[config.mk]
export PLATFORM = sky130hd
export DESIGN_NAME = frame_sync_controller
export DESIGN_NICKNAME = d
export VERILOG_FILES = /design/src/rtl/frame_sync_controller.sv
export SDC_FILE = /design/constraint.sdc
export NUM_CORES = 1
export LEC_CHECK = 0
export BUFFER_PORTS_ARGS = -buffer_cell sky130_fd_sc_hd__buf_2
export CORE_MARGIN = 8
export CORE_UTILIZATION = 40
export CTS_BUF_LIST = sky130_fd_sc_hd__clkbuf_16
export DETAILED_ROUTE_END_ITERATION = 10
export PLACE_DENSITY = 0.6
export REMOVE_ABC_BUFFERS = 1
export SETUP_SLACK_MARGIN = 0.5
export SLEW_MARGIN = 20
export SYNTH_ARGS = -nofsm -noshare
export SYNTH_HDL_FRONTEND = slang
export SYNTH_SLANG_ARGS = --single-unit
[constraint.sdc]
create_clock -name clk -period 4.3 [get_ports clk]
set_clock_uncertainty 0.15 [all_clocks]
set_input_delay 0.645 -clock clk [delete_from_list [all_inputs] [get_ports clk]]
set_output_delay 0.645 -clock clk [all_outputs]
set_load 0.01 [all_outputs]
[src/rtl/frame_sync_controller.sv]
// frame_sync_controller
// Serial frame synchroniser. Hunts for SYNC_PATTERN in a serial bit stream,
// confirms it at the frame period, flywheels through isolated sync errors while
// locked, and deserialises the payload into DATA_W words behind a single
// valid/ready holding register.
// Optional feature: define FSYNC_STATS_EN to add the frame_cnt / slip_cnt
// statistics outputs. With the macro undefined those ports do not exist.
module frame_sync_controller #(
  parameter int                  SYNC_LEN     = 6,
  parameter logic [SYNC_LEN-1:0] SYNC_PATTERN = 6'b110110,
  parameter int                  FRAME_LEN    = 16,
  parameter int                  DATA_W       = 8,
  parameter int                  LOCK_CNT     = 2,
  parameter int                  MISS_CNT     = 2
) (
  input  logic              clk,
  input  logic              rst,
  input  logic              in,
  input  logic              in_valid,
  output logic [DATA_W-1:0] out_data,
  output logic              out_valid,
  input  logic              out_ready,
  output logic              locked,
  output logic              sync_pulse,
  output logic              frame_err,
`ifdef FSYNC_STATS_EN
  output logic [15:0]       frame_cnt,
  output logic [7:0]        slip_cnt,
`endif
  output logic              overflow
);

  // Counter widths
  localparam int PW = $clog2(FRAME_LEN + SYNC_LEN);
  localparam int GW = $clog2(LOCK_CNT + 1);
  localparam int MW = $clog2(MISS_CNT + 1);
  localparam int BW = (DATA_W > 1) ? $clog2(DATA_W) : 1;

  // FSM encoding
  localparam logic [1:0] ST_HUNT   = 2'd0;
  localparam logic [1:0] ST_VERIFY = 2'd1;
  localparam logic [1:0] ST_LOCKED = 2'd2;

  // Frame geometry: payload occupies pos 0..FRAME_LEN-1, the sync word follows,
  // and its last bit lands on CHECK_POS.
  localparam logic [PW-1:0] CHECK_POS   = PW'(FRAME_LEN + SYNC_LEN - 1);
  localparam logic [PW-1:0] PAYLOAD_END = PW'(FRAME_LEN);
  localparam logic [GW-1:0] GOOD_ONE    = GW'(1);
  localparam logic [GW-1:0] LOCK_LAST   = GW'(LOCK_CNT - 1);
  localparam logic [MW-1:0] MISS_LAST   = MW'(MISS_CNT - 1);
  localparam logic [BW-1:0] BIT_LAST    = BW'(DATA_W - 1);

  // Registered state
  logic [1:0]          state_q, state_d;
  logic [SYNC_LEN-2:0] win_q, win_d;      // previous SYNC_LEN-1 bits; current bit completes the window
  logic [PW-1:0]       pos_q, pos_d;
  logic [GW-1:0]       good_q, good_d;
  logic [MW-1:0]       miss_q, miss_d;
  logic [BW-1:0]       bit_q, bit_d;
  logic [DATA_W-1:0]   deser_q, deser_d;

  // Registered outputs
  logic [DATA_W-1:0]   out_data_q;
  logic                out_valid_q;
  logic                locked_q;
  logic                sync_pulse_q;
  logic                frame_err_q;
  logic                overflow_q;

  // Combinational helpers
  logic [SYNC_LEN-1:0] window_s;
  logic                match_s;
  logic                word_done_s;
  logic [DATA_W-1:0]   word_s;
  logic                sync_hit_s;
  logic                sync_bad_s;

  assign window_s = {win_q, in};
  assign match_s  = (window_s == SYNC_PATTERN);
  assign word_s   = {deser_q[DATA_W-2:0], in};

  // Next-state logic: FSM, frame position, lock/miss counters and deserialiser
  always_comb begin
    state_d     = state_q;
    win_d       = win_q;
    pos_d       = pos_q;
    good_d      = good_q;
    miss_d      = miss_q;
    bit_d       = bit_q;
    deser_d     = deser_q;
    word_done_s = 1'b0;
    sync_hit_s  = 1'b0;
    sync_bad_s  = 1'b0;
    if (in_valid) begin
      win_d = window_s[SYNC_LEN-2:0];
      case (state_q)
        ST_HUNT: begin
          if (match_s) begin
            pos_d  = {PW{1'b0}};
            good_d = GOOD_ONE;
            bit_d  = {BW{1'b0}};
            miss_d = {MW{1'b0}};
            if (LOCK_LAST == {GW{1'b0}}) begin
              state_d = ST_LOCKED;
            end else begin
              state_d = ST_VERIFY;
            end
          end else begin
            state_d = ST_HUNT;
          end
        end
        ST_VERIFY: begin
          if (pos_q == CHECK_POS) begin
            pos_d = {PW{1'b0}};
            if (match_s) begin
              sync_hit_s = 1'b1;
              good_d     = good_q + 1'b1;
              if (good_q == LOCK_LAST) begin
                state_d = ST_LOCKED;
                miss_d  = {MW{1'b0}};
                bit_d   = {BW{1'b0}};
                deser_d = {DATA_W{1'b0}};
              end else begin
                state_d = ST_VERIFY;
              end
            end else begin
              sync_bad_s = 1'b1;
              state_d    = ST_HUNT;
              good_d     = {GW{1'b0}};
            end
          end else begin
            // Payload bits are skipped while the lock is still unconfirmed
            pos_d = pos_q + 1'b1;
          end
        end
        ST_LOCKED: begin
          if (pos_q == CHECK_POS) begin
            pos_d = {PW{1'b0}};
            bit_d = {BW{1'b0}};
            if (match_s) begin
              sync_hit_s = 1'b1;
              miss_d     = {MW{1'b0}};
            end else begin
              sync_bad_s = 1'b1;
              if (miss_q == MISS_LAST) begin
                // Too many consecutive misses: give up and drop any partial word
                state_d = ST_HUNT;
                miss_d  = {MW{1'b0}};
                good_d  = {GW{1'b0}};
                deser_d = {DATA_W{1'b0}};
              end else begin
                // Flywheel: keep the frame timing and keep delivering payload
                miss_d = miss_q + 1'b1;
              end
            end
          end else begin
            pos_d = pos_q + 1'b1;
            if (pos_q < PAYLOAD_END) begin
              deser_d = word_s;
              if (bit_q == BIT_LAST) begin
                word_done_s = 1'b1;
                bit_d       = {BW{1'b0}};
              end else begin
                bit_d = bit_q + 1'b1;
              end
            end else begin
              // Sync bits are only examined at the check point
              bit_d = bit_q;
            end
          end
        end
        default: begin
          state_d = ST_HUNT;
          pos_d   = {PW{1'b0}};
        end
      endcase
    end else begin
      // No valid bit: everything holds
      state_d = state_q;
    end
  end

  // Core state registers
  always_ff @(posedge clk) begin
    if (rst) begin
      state_q <= ST_HUNT;
      win_q   <= {(SYNC_LEN-1){1'b0}};
      pos_q   <= {PW{1'b0}};
      good_q  <= {GW{1'b0}};
      miss_q  <= {MW{1'b0}};
      bit_q   <= {BW{1'b0}};
      deser_q <= {DATA_W{1'b0}};
    end else begin
      state_q <= state_d;
      win_q   <= win_d;
      pos_q   <= pos_d;
      good_q  <= good_d;
      miss_q  <= miss_d;
      bit_q   <= bit_d;
      deser_q <= deser_d;
    end
  end

  // Lock flag and one-cycle sync status pulses
  always_ff @(posedge clk) begin
    if (rst) begin
      locked_q     <= 1'b0;
      sync_pulse_q <= 1'b0;
      frame_err_q  <= 1'b0;
    end else begin
      locked_q     <= (state_d == ST_LOCKED);
      sync_pulse_q <= sync_hit_s;
      frame_err_q  <= sync_bad_s;
    end
  end

  // Single-entry holding register with valid/ready handshake and overflow pulse
  always_ff @(posedge clk) begin
    if (rst) begin
      out_data_q  <= {DATA_W{1'b0}};
      out_valid_q <= 1'b0;
      overflow_q  <= 1'b0;
    end else begin
      overflow_q <= 1'b0;
      if (word_done_s) begin
        if (!out_valid_q || out_ready) begin
          out_data_q  <= word_s;
          out_valid_q <= 1'b1;
        end else begin
          // Consumer stalled: keep the held word, drop the new one
          overflow_q <= 1'b1;
        end
      end else if (out_valid_q && out_ready) begin
        out_valid_q <= 1'b0;
      end else begin
        out_valid_q <= out_valid_q;
      end
    end
  end

  assign out_data   = out_data_q;
  assign out_valid  = out_valid_q;
  assign locked     = locked_q;
  assign sync_pulse = sync_pulse_q;
  assign frame_err  = frame_err_q;
  assign overflow   = overflow_q;

`ifdef FSYNC_STATS_EN
  logic        frame_hit_s;
  logic        slip_s;
  logic [15:0] frame_cnt_q;
  logic [7:0]  slip_cnt_q;

  assign frame_hit_s = sync_hit_s && (state_q == ST_LOCKED);
  assign slip_s      = (state_q == ST_LOCKED) && (state_d == ST_HUNT);

  // Statistics: wrapping good-frame count and saturating lock-loss count
  always_ff @(posedge clk) begin
    if (rst) begin
      frame_cnt_q <= 16'd0;
      slip_cnt_q  <= 8'd0;
    end else begin
      if (frame_hit_s) begin
        frame_cnt_q <= frame_cnt_q + 16'd1;
      end else begin
        frame_cnt_q <= frame_cnt_q;
      end
      if (slip_s && (slip_cnt_q != 8'hFF)) begin
        slip_cnt_q <= slip_cnt_q + 8'd1;
      end else begin
        slip_cnt_q <= slip_cnt_q;
      end
    end
  end

  assign frame_cnt = frame_cnt_q;
  assign slip_cnt  = slip_cnt_q;
`endif

endmodule
# [Word-level counts from Yosys, hierarchy flattened]
# Cells that the tools add are included.
[totals] out_inout_bits=13 wordCells=112 reg_bits=39
[classes] order_cmp=1 bitwise=4 reduce_logical=17 muxes=54 eq_ne=19 add_sub_neg=4
[op_table] cell="$mux 7" count=7
[op_table] cell="$mux 2" count=20
[op_table] cell="$mux 3" count=7
[op_table] cell="$reduce_and 7->1" count=3
[op_table] cell="$pmux 2 s3" count=3
[op_table] cell="$ne 2x2->1 const B" count=7
[op_table] cell="$pmux 7 s2" count=1
[op_table] cell="$mux 1" count=12
[op_table] cell="$mux 5" count=2
[op_table] cell="$pmux 5 s2" count=1
[op_table] cell="$ne 3x3->1 const B" count=3
[op_table] cell="$pmux 3 s3" count=1
[op_table] cell="$reduce_and 8->1" count=1
[op_table] cell="$eq 2x1->1 const B" count=3
[op_table] cell="$eq 6x6->1 const B" count=1
[op_table] cell="$reduce_and 2->1" count=3
[op_table] cell="$add 5x1->5 const B" count=1
[op_table] cell="$eq 5x5->1 const B" count=1
[op_table] cell="$lt 5x5->1 const B" count=1
[op_table] cell="$add 2x1->2 const B" count=2
[op_table] cell="$eq 2x2->1 const B" count=2
[op_table] cell="$not 1->1" count=4
[op_table] cell="$reduce_bool 2->1" count=2
[op_table] cell="$reduce_or 2->1" count=2
[op_table] cell="9 further kinds" count=9

# [Logic depth before layout (Yosys ltp)]
# Gate-level depths: netlist of run 1.
[depth] word_depth=8 mapped_depth=7 mapped_depth_nobuf=6

# [Worst setup path after synthesis of run 1]
# OpenSTA, ideal clock, no wires.
[synth_timing] kind="in2reg" start="in in" end="reg deser_q[0]" setup_slack_ns=2.478 arrival_ns=1.541 n_path_buf=0 stages=4 required_ns=4.019 path_cell_list="nand2b_2 o32ai_4 o2111ai_4 mux2i_1"
[synth_via] elab_chain_cells=3 elab_cells_between_ends=7
[synth_lines] item="start, declared" line="18" text="input logic in,"
[synth_lines] item="$eq 6x6->1 / $mux 7 (equally long branches)" line="79, 158"
[synth_lines] item="$ne 3x3->1 (no source line), or another cell as far along"
[synth_lines] item="$reduce_and 8->1 (no source line) / $pmux 7 s2 (equally long branches)"
[synth_lines] item="end signal, assigned" line="192" text="deser_q <= {DATA_W{1'b0}};"
[synth_lines] item="end signal, assigned" line="200" text="deser_q <= deser_d;"
[synth_lines] item="end, declared" line="60" text="logic [DATA_W-1:0] deser_q, deser_d;"
# Parallel ways exist; a longest one is shown, timed or not. The select of a mux whose other input is x is not followed.
# A chain may end at the register's enable or synchronous reset.

# [Worst setup path in the final report of run 1]
[layout_timing] start="reg state_q[0]" end="reg out_data_q[0] (netlist: out_data[0])"
[layout_via] elab_chain_cells=4
[layout_lines] item="start, declared" line="54" text="logic [1:0] state_q, state_d;"
[layout_lines] item="start signal, assigned" line="194" text="state_q <= state_d;"
[layout_lines] item="$eq 2x2->1" line="96" text="case (state_q)"
[layout_lines] item="$mux 1" line="96"
[layout_lines] item="$mux 1" line="94" text="if (in_valid) begin"
[layout_lines] item="$reduce_and 2->1 (no source line)"
[layout_lines] item="end signal, assigned" line="220" text="out_data_q <= {DATA_W{1'b0}};"
[layout_lines] item="end signal, assigned" line="227" text="out_data_q <= word_s;"
[layout_lines] item="end, declared" line="63" text="logic [DATA_W-1:0] out_data_q;"
# No other way between the ends.

==> reports/results.ini, run 1 <==
[yosys]
synth_edf_count=0
syn_area_um2=1948
yosys.area.top_type=dfxtp_1
synth_cell_types=49
synthArstFlopShare_pct=0
synth_top_area_share_pct=40.08
synth_most_common_cell=dfxtp_1
netlist_top_cells_count=39 x dfxtp_1, 26 x nand2_1, 24 x mux2i_1, 20 x nor2_1
synth_area_leaders=dfxtp_1 40%, mux2i_1 12%, ha_1 5.8%
synth_ff_type=dfxtp_1
synth_warnings=0
syn_inst=206
ys_ff_latch=39
ys_seq_area_share_pct=40.08
syn_avg_cell_area_um2=9.457

[floorplan]
die_w_um=85.79
die_area_um2=7359
ios=18
core_um2=4723
initial_core_util_pct=41.25
std_cell_rows=25
die_h_um=85.79

[sta]
hold_violations=0
setup_viol=0
layout_setup_ws_ns=1.951
worst_pin_slew_ns=0.9559
fmax_ghz=0.4256
tns_ns=0
rsz0062_at_grt=no
finalWorstPathRequiredPeriod_ns=2.349
slew_violations=0
slew_headroom_pct=36.14
post-route-period-util_pct=54.64

[clock_network]
clkSlewWorstSetupHoldPaths_ns=0.06
cts_hold_buf=0
cts.path.max_buffers=2
cts.sink_count=39
clock-root-buffer=clkbuf_16
clk-insertion-delay-late_ns=0.28
cts_resized=0
cts_max_level=2
cts_tree=yes
cts_buffers=5
cts_setup_buffers=0

[setup_path]
reg2reg_from=state_q[0]
r2r_end=out_data[0]
critical_path_class=reg2reg
arrival_ns=2.36
worstSetupStartpointType=register
crit_fanout=8
cp.required_ns=4.31
r2r_slack_ns=1.95
reg2reg_depth=6
crit_path_end_kind=register

[outcome]
outcome=completed

[cells_and_area]
nNetsFinal=237
drive_above_1_share_pct=16.52
diodes=0
area.growth.synth_to_final_pct=14.64

[worst_hold_path]
hp-start=miss_q[1]
hold_depth=1
hold_end=miss_q[1]
min_path_type=reg2reg

[detailed_routing]
route.met2.wl_um=1832
drc=0
wl_um=3933
top_layer=met4
drt-met1-wl_um=1885
vias=1535
first_pass_iters=4
route.met3.wl_um=184
wl_per_cell_um=13.52
antenna_left=0
drt_iter0_drc=56
via_per_inst=5.275

[placement]
port_buffers=17
hpwlAfterDp_um=2796
globalplace.congestion=0.7854
place_ws_ns=1.696

[global_route]
grt_pass1_vias=1461
grt_antenna_before_repair=0
grt_pass1_wl_um=6762
grt_max_degree=26
grt_usage_pct=11.42
overflow=0

[power]
power.leakage_nw=0.9312
p_per_area_nw_per_um2=332.7
peakVddDrop_v=0.0001988

[run]
maxCapViolCount=0

report_power, final:
group,switching [W],internal (W)
registers,0.00000129,0.000362
clock network,0.000147,0.000214
logic,0.0000135,0.00000483
total,0.000162,0.000581
how the worst max path moves through the flow:
stage / startpoint / to / slack [ns] / cells after the start
finish: state_q[0] / out_data[0] / 1.95 / 6
global route: state_q[0] / out_data[5] / 1.76 / 6
CTS: state_q[0] / out_data[0] / 1.90 / 6
detailed placement: in_valid / out_data[5] / 1.70 / 5
global placement: in_valid / out_data[0] / 1.73 / 5
floorplan: state_q[0] / out_data[0] / 2.37 / 6
sequential cells by signal, indices dropped and copies added, names as in the netlist:
register,flops
good_q,2
out_data,8
out_valid,1
state_q,2
pos_q,5
sync_pulse,1
locked,1
win_q,5
frame_err,1
miss_q,2
bit_q,3
overflow,1
deser_q,7
critical path, stage by stage (launching register included):
cell,delay [ns]
dfxtp_1,0.34
inv_1,0.09
ha_1,0.33
nand4b_1,0.20
nor2b_1,0.78
mux2i_1,0.27
nor2_1,0.05
cell families (layout without fill, tap and decap cells):
family,Yosys count,count (layout),share of synthesized area (%)
multiplexers,24,24,12.33
buffers and inverters,17,35,3.403
flip-flops,39,39,40.08
AO/OA/AOI/OAI,36,36,16.25
adder cells (fa/ha/maj),9,9,5.780
AND/OR/NAND/NOR,81,81,22.16
cell type report:
cell class                 instances  area (um^2)
fill                             458         2490
clock inverter                     3        20.02
clock buffer                       5        125.1
multi-input combinational        150         1101
timing repair buffer              17        85.08
inverter                          10        37.54
sequential                        39        780.7
tap                               67        83.83
routing by layer:
| metal | vias up | track usage [%] |
|---|---|---|
| met3 | 4 | 3.916 |
| met2 | 30 | 17.42 |
| li1 | 775 | - |
| met1 | 726 | 14.57 |
| met4 | 0 | 3.822 |
| met5 | - | 0 |
stage by stage:
| step | cells | power (W) | instance area, um^2 | hold slack (ns) | util, % |
|---|---|---|---|---|---|
| floorplan | 199 | 0.0003792 | 1919 | 0.2877 | - |
| global placement | 283 | 0.0003901 | 2088 | 0.3045 | 44.21 |
| detailed placement | 283 | 0.0003903 | 2088 | 0.3090 | 44.21 |
| CTS | 291 | 0.0007535 | 2233 | 0.3171 | 47.28 |
| global route | 291 | 0.0007735 | 2233 | 0.3351 | 47.28 |
| finish | 291 | 0.0007429 | 2233 | 0.3095 | 47.28 |
layout by cell type, fill, tap and decap left out, types with 2 or more instances in the layout:
master,n
a31o_2,2
nand3_1,3
nand4b_1,4
o31ai_1,2
o21ai_0,6
nand3b_1,2
nor2_1,20
o21a_1,3
a311o_1,2
buf_2,17
nand2b_1,3
mux2i_1,24
dfxtp_1,39
clkinv_1,2
inv_1,9
nor3_1,6
or4_1,3
nor2b_1,2
clkbuf_16,5
nand2_1,26
o2111ai_1,2
a21oi_1,6
ha_1,9
o211a_1,2
No activity file was read; power rests on OpenSTA's default activity.
==> run 2, diff against run 1 <==
==> constraint.sdc (replaced) <==
create_clock -name clk -period 2.3 [get_ports clk]
set_clock_uncertainty 0.15 [all_clocks]
set_input_delay 0.345 -clock clk [delete_from_list [all_inputs] [get_ports clk]]
set_output_delay 0.345 -clock clk [all_outputs]
set_load 0.01 [all_outputs]
==> run 2 against run 1 <==
  * Sequential cell count is the same
  * Clock power grew 120%
  * Register-to-register slack worse by 1.5 ns
  * Count of clock-buffer cells in the layout did not move
  * Critical path type unchanged
  * Critical endpoint is now miss_q[1]
  * Largest cell class unchanged
  * Largest power group is now the clock network
  * Highest routed layer unchanged
==> reports/results.ini, run 2 (synthesis gave the netlist of run 1 again) <==
[sta]
hold_violations=0
slew_headroom_pct=68.64
setup_viol=0
fmax_ghz=0.5518
rsz0062_at_grt=yes
post-route-period-util_pct=78.79
finalWorstPathRequiredPeriod_ns=1.812
tns_ns=0
slew_violations=0
worst_pin_slew_ns=0.4668

[power]
swShare_pct=20.51
combPwrFrac_pct=2.8
power.internal_w=0.001208
clkPwrFrac_pct=52.5
p_per_area_nw_per_um2=610.4
p_switching_w=0.0003116
power.leakage_nw=1.027
peakVddDrop_v=0.0003964
p_seq_share_pct=44.7

[floorplan]
core_um2=4723
initial_core_util_pct=41.25
die_area_um2=7359
std_cell_rows=25
die_h_um=85.79
die_w_um=85.79
ios=18

[setup_path]
crit_chain=buf_4 > ha_4 > nor3_1 > o31ai_1 > o211a_1
slowest_stage=nor3_1
worstSetupStartpointType=register
arrival_ns=1.84
crit_path_end_kind=register
cp_slowest_stage_delay_ns=0.43
cpLargestDelayFamily=compound AO/OA/AOI/OAI gates
critical_path_class=reg2reg
cp.required_ns=2.32
crit_fanout=8
reg2reg_depth=5
crit_cells=5
critPathBufInv=1
reg2reg_from=state_q[0]
r2r_slack_ns=0.49
cp-startpoint=state_q[0]

[detailed_routing]
wl_um=4501
via_per_inst=5.247
drc=0
drt_iter0_drc=109
first_pass_iters=4
wl_per_cell_um=14.81
antenna_left=0
vias=1595

[placement]
globalplace.congestion=0.8868
port_buffers=17
place_area_um2=2133
hpwlAfterDp_um=2981

[clock_network]
cts.sink_count=39
cts_buffers=5
cts_hold_buf=0
cts.path.max_buffers=2
clkSlewWorstSetupHoldPaths_ns=0.06
cts_max_level=2
clk-insertion-delay-late_ns=0.28
clock-root-buffer=clkbuf_16
cts_tree=yes

[run]
maxCapViolCount=0

[global_route]
grt_pass1_vias=1575
grt_usage_pct=12.23
overflow=0
grt_pass1_wl_um=7251
grt_max_degree=19
grt_antenna_before_repair=0

[worst_hold_path]
hold_depth=3
hp-start=out_ready
min_path_type=in2reg

[cells_and_area]
final_common_cell=dfxtp_1
layout_common_cells=33 x dfxtp_1, 25 x nand2_1, 24 x mux2i_1
fillerInstances=421
area.growth.synth_to_final_pct=27.75
nNetsFinal=250
diodes=0
largest_register_ff_count=8
drive_above_1_share_pct=31.22
fin_area_um2=2489

[outcome]
outcome=completed

-- run 2: cell count changes in the layout (fill, tap and decap cells not counted), moves of 2 or more --
cell / delta
ha_1: -6
dfxtp_2: +5
buf_4: +12
ha_4: +5
inv_1: -2
dfxtp_1: -6
-- run 2: repair_timing --
| action | 4_1_cts | 5_1_grt |
|---|---|---|
| gates resized for setup | 11 | 23 |
| buffers inserted | 3 | 4 |
| setup endpoints to repair | 17 | 29 |
| cloned | 0 | 0 |
| pin swaps | 3 | 5 |
-- run 2: path summary, 6_finish.rpt --
path | endpoint
max reg2reg | miss_q[1]
max | miss_q[1]
min reg2reg | miss_q[1]
min | overflow
-- run 2: metrics by stage --
step	util (%)	cells	hold WS, ns	power, W	worst slack [ns]
finish	52.69	304	0.1996	0.001519	0.4878
global route	52.69	304	0.2097	0.001578	0.4119
CTS	50.25	300	0.1980	0.001533	0.4902
detailed placement	45.17	289	0.3062	0.0007350	0.3766
global placement	45.17	289	0.2976	0.0007357	0.4305
floorplan	-	199	0.2641	0.0007090	0.3711
-- run 2: area by class of cell --
type / count / area (um^2) / share of cell area [%]
multi-input combinational: 150 / 1215 / 48.82
sequential: 39 / 790.8 / 31.77
timing repair buffer: 30 / 186.4 / 7.491
clock buffer: 5 / 125.1 / 5.028
tap: 67 / 83.83 / 3.369
clock inverter: 3 / 47.55 / 1.911
inverter: 10 / 40.04 / 1.609
-- run 2: power groups by stage --
stage	combinational, W	clock [W]	sequential, W
5_1_grt	0.0000469	0.000852	0.000678
2_1_floorplan	0.0000146	0	0.000694
6_report	0.0000427	0.000798	0.000679
3_3_place_gp	0.0000407	0	0.000695
4_1_cts	0.0000406	0.000814	0.000679
3_5_place_dp	0.0000400	0	0.000695
-- run 2: worst min-delay path, stage by stage --
cell and delay [ns]:
buf_2 0.07, nand2b_1 0.12, nor3_1 0.05
-- run 2: routing by layer --
metal	global-route usage, %	vias up	wire (um)
met5	0	-	0
met4	4.936	0	46
met3	3.056	5	125
met1	14.83	772	2161
li1	-	796	-
met2	20.10	22	2167
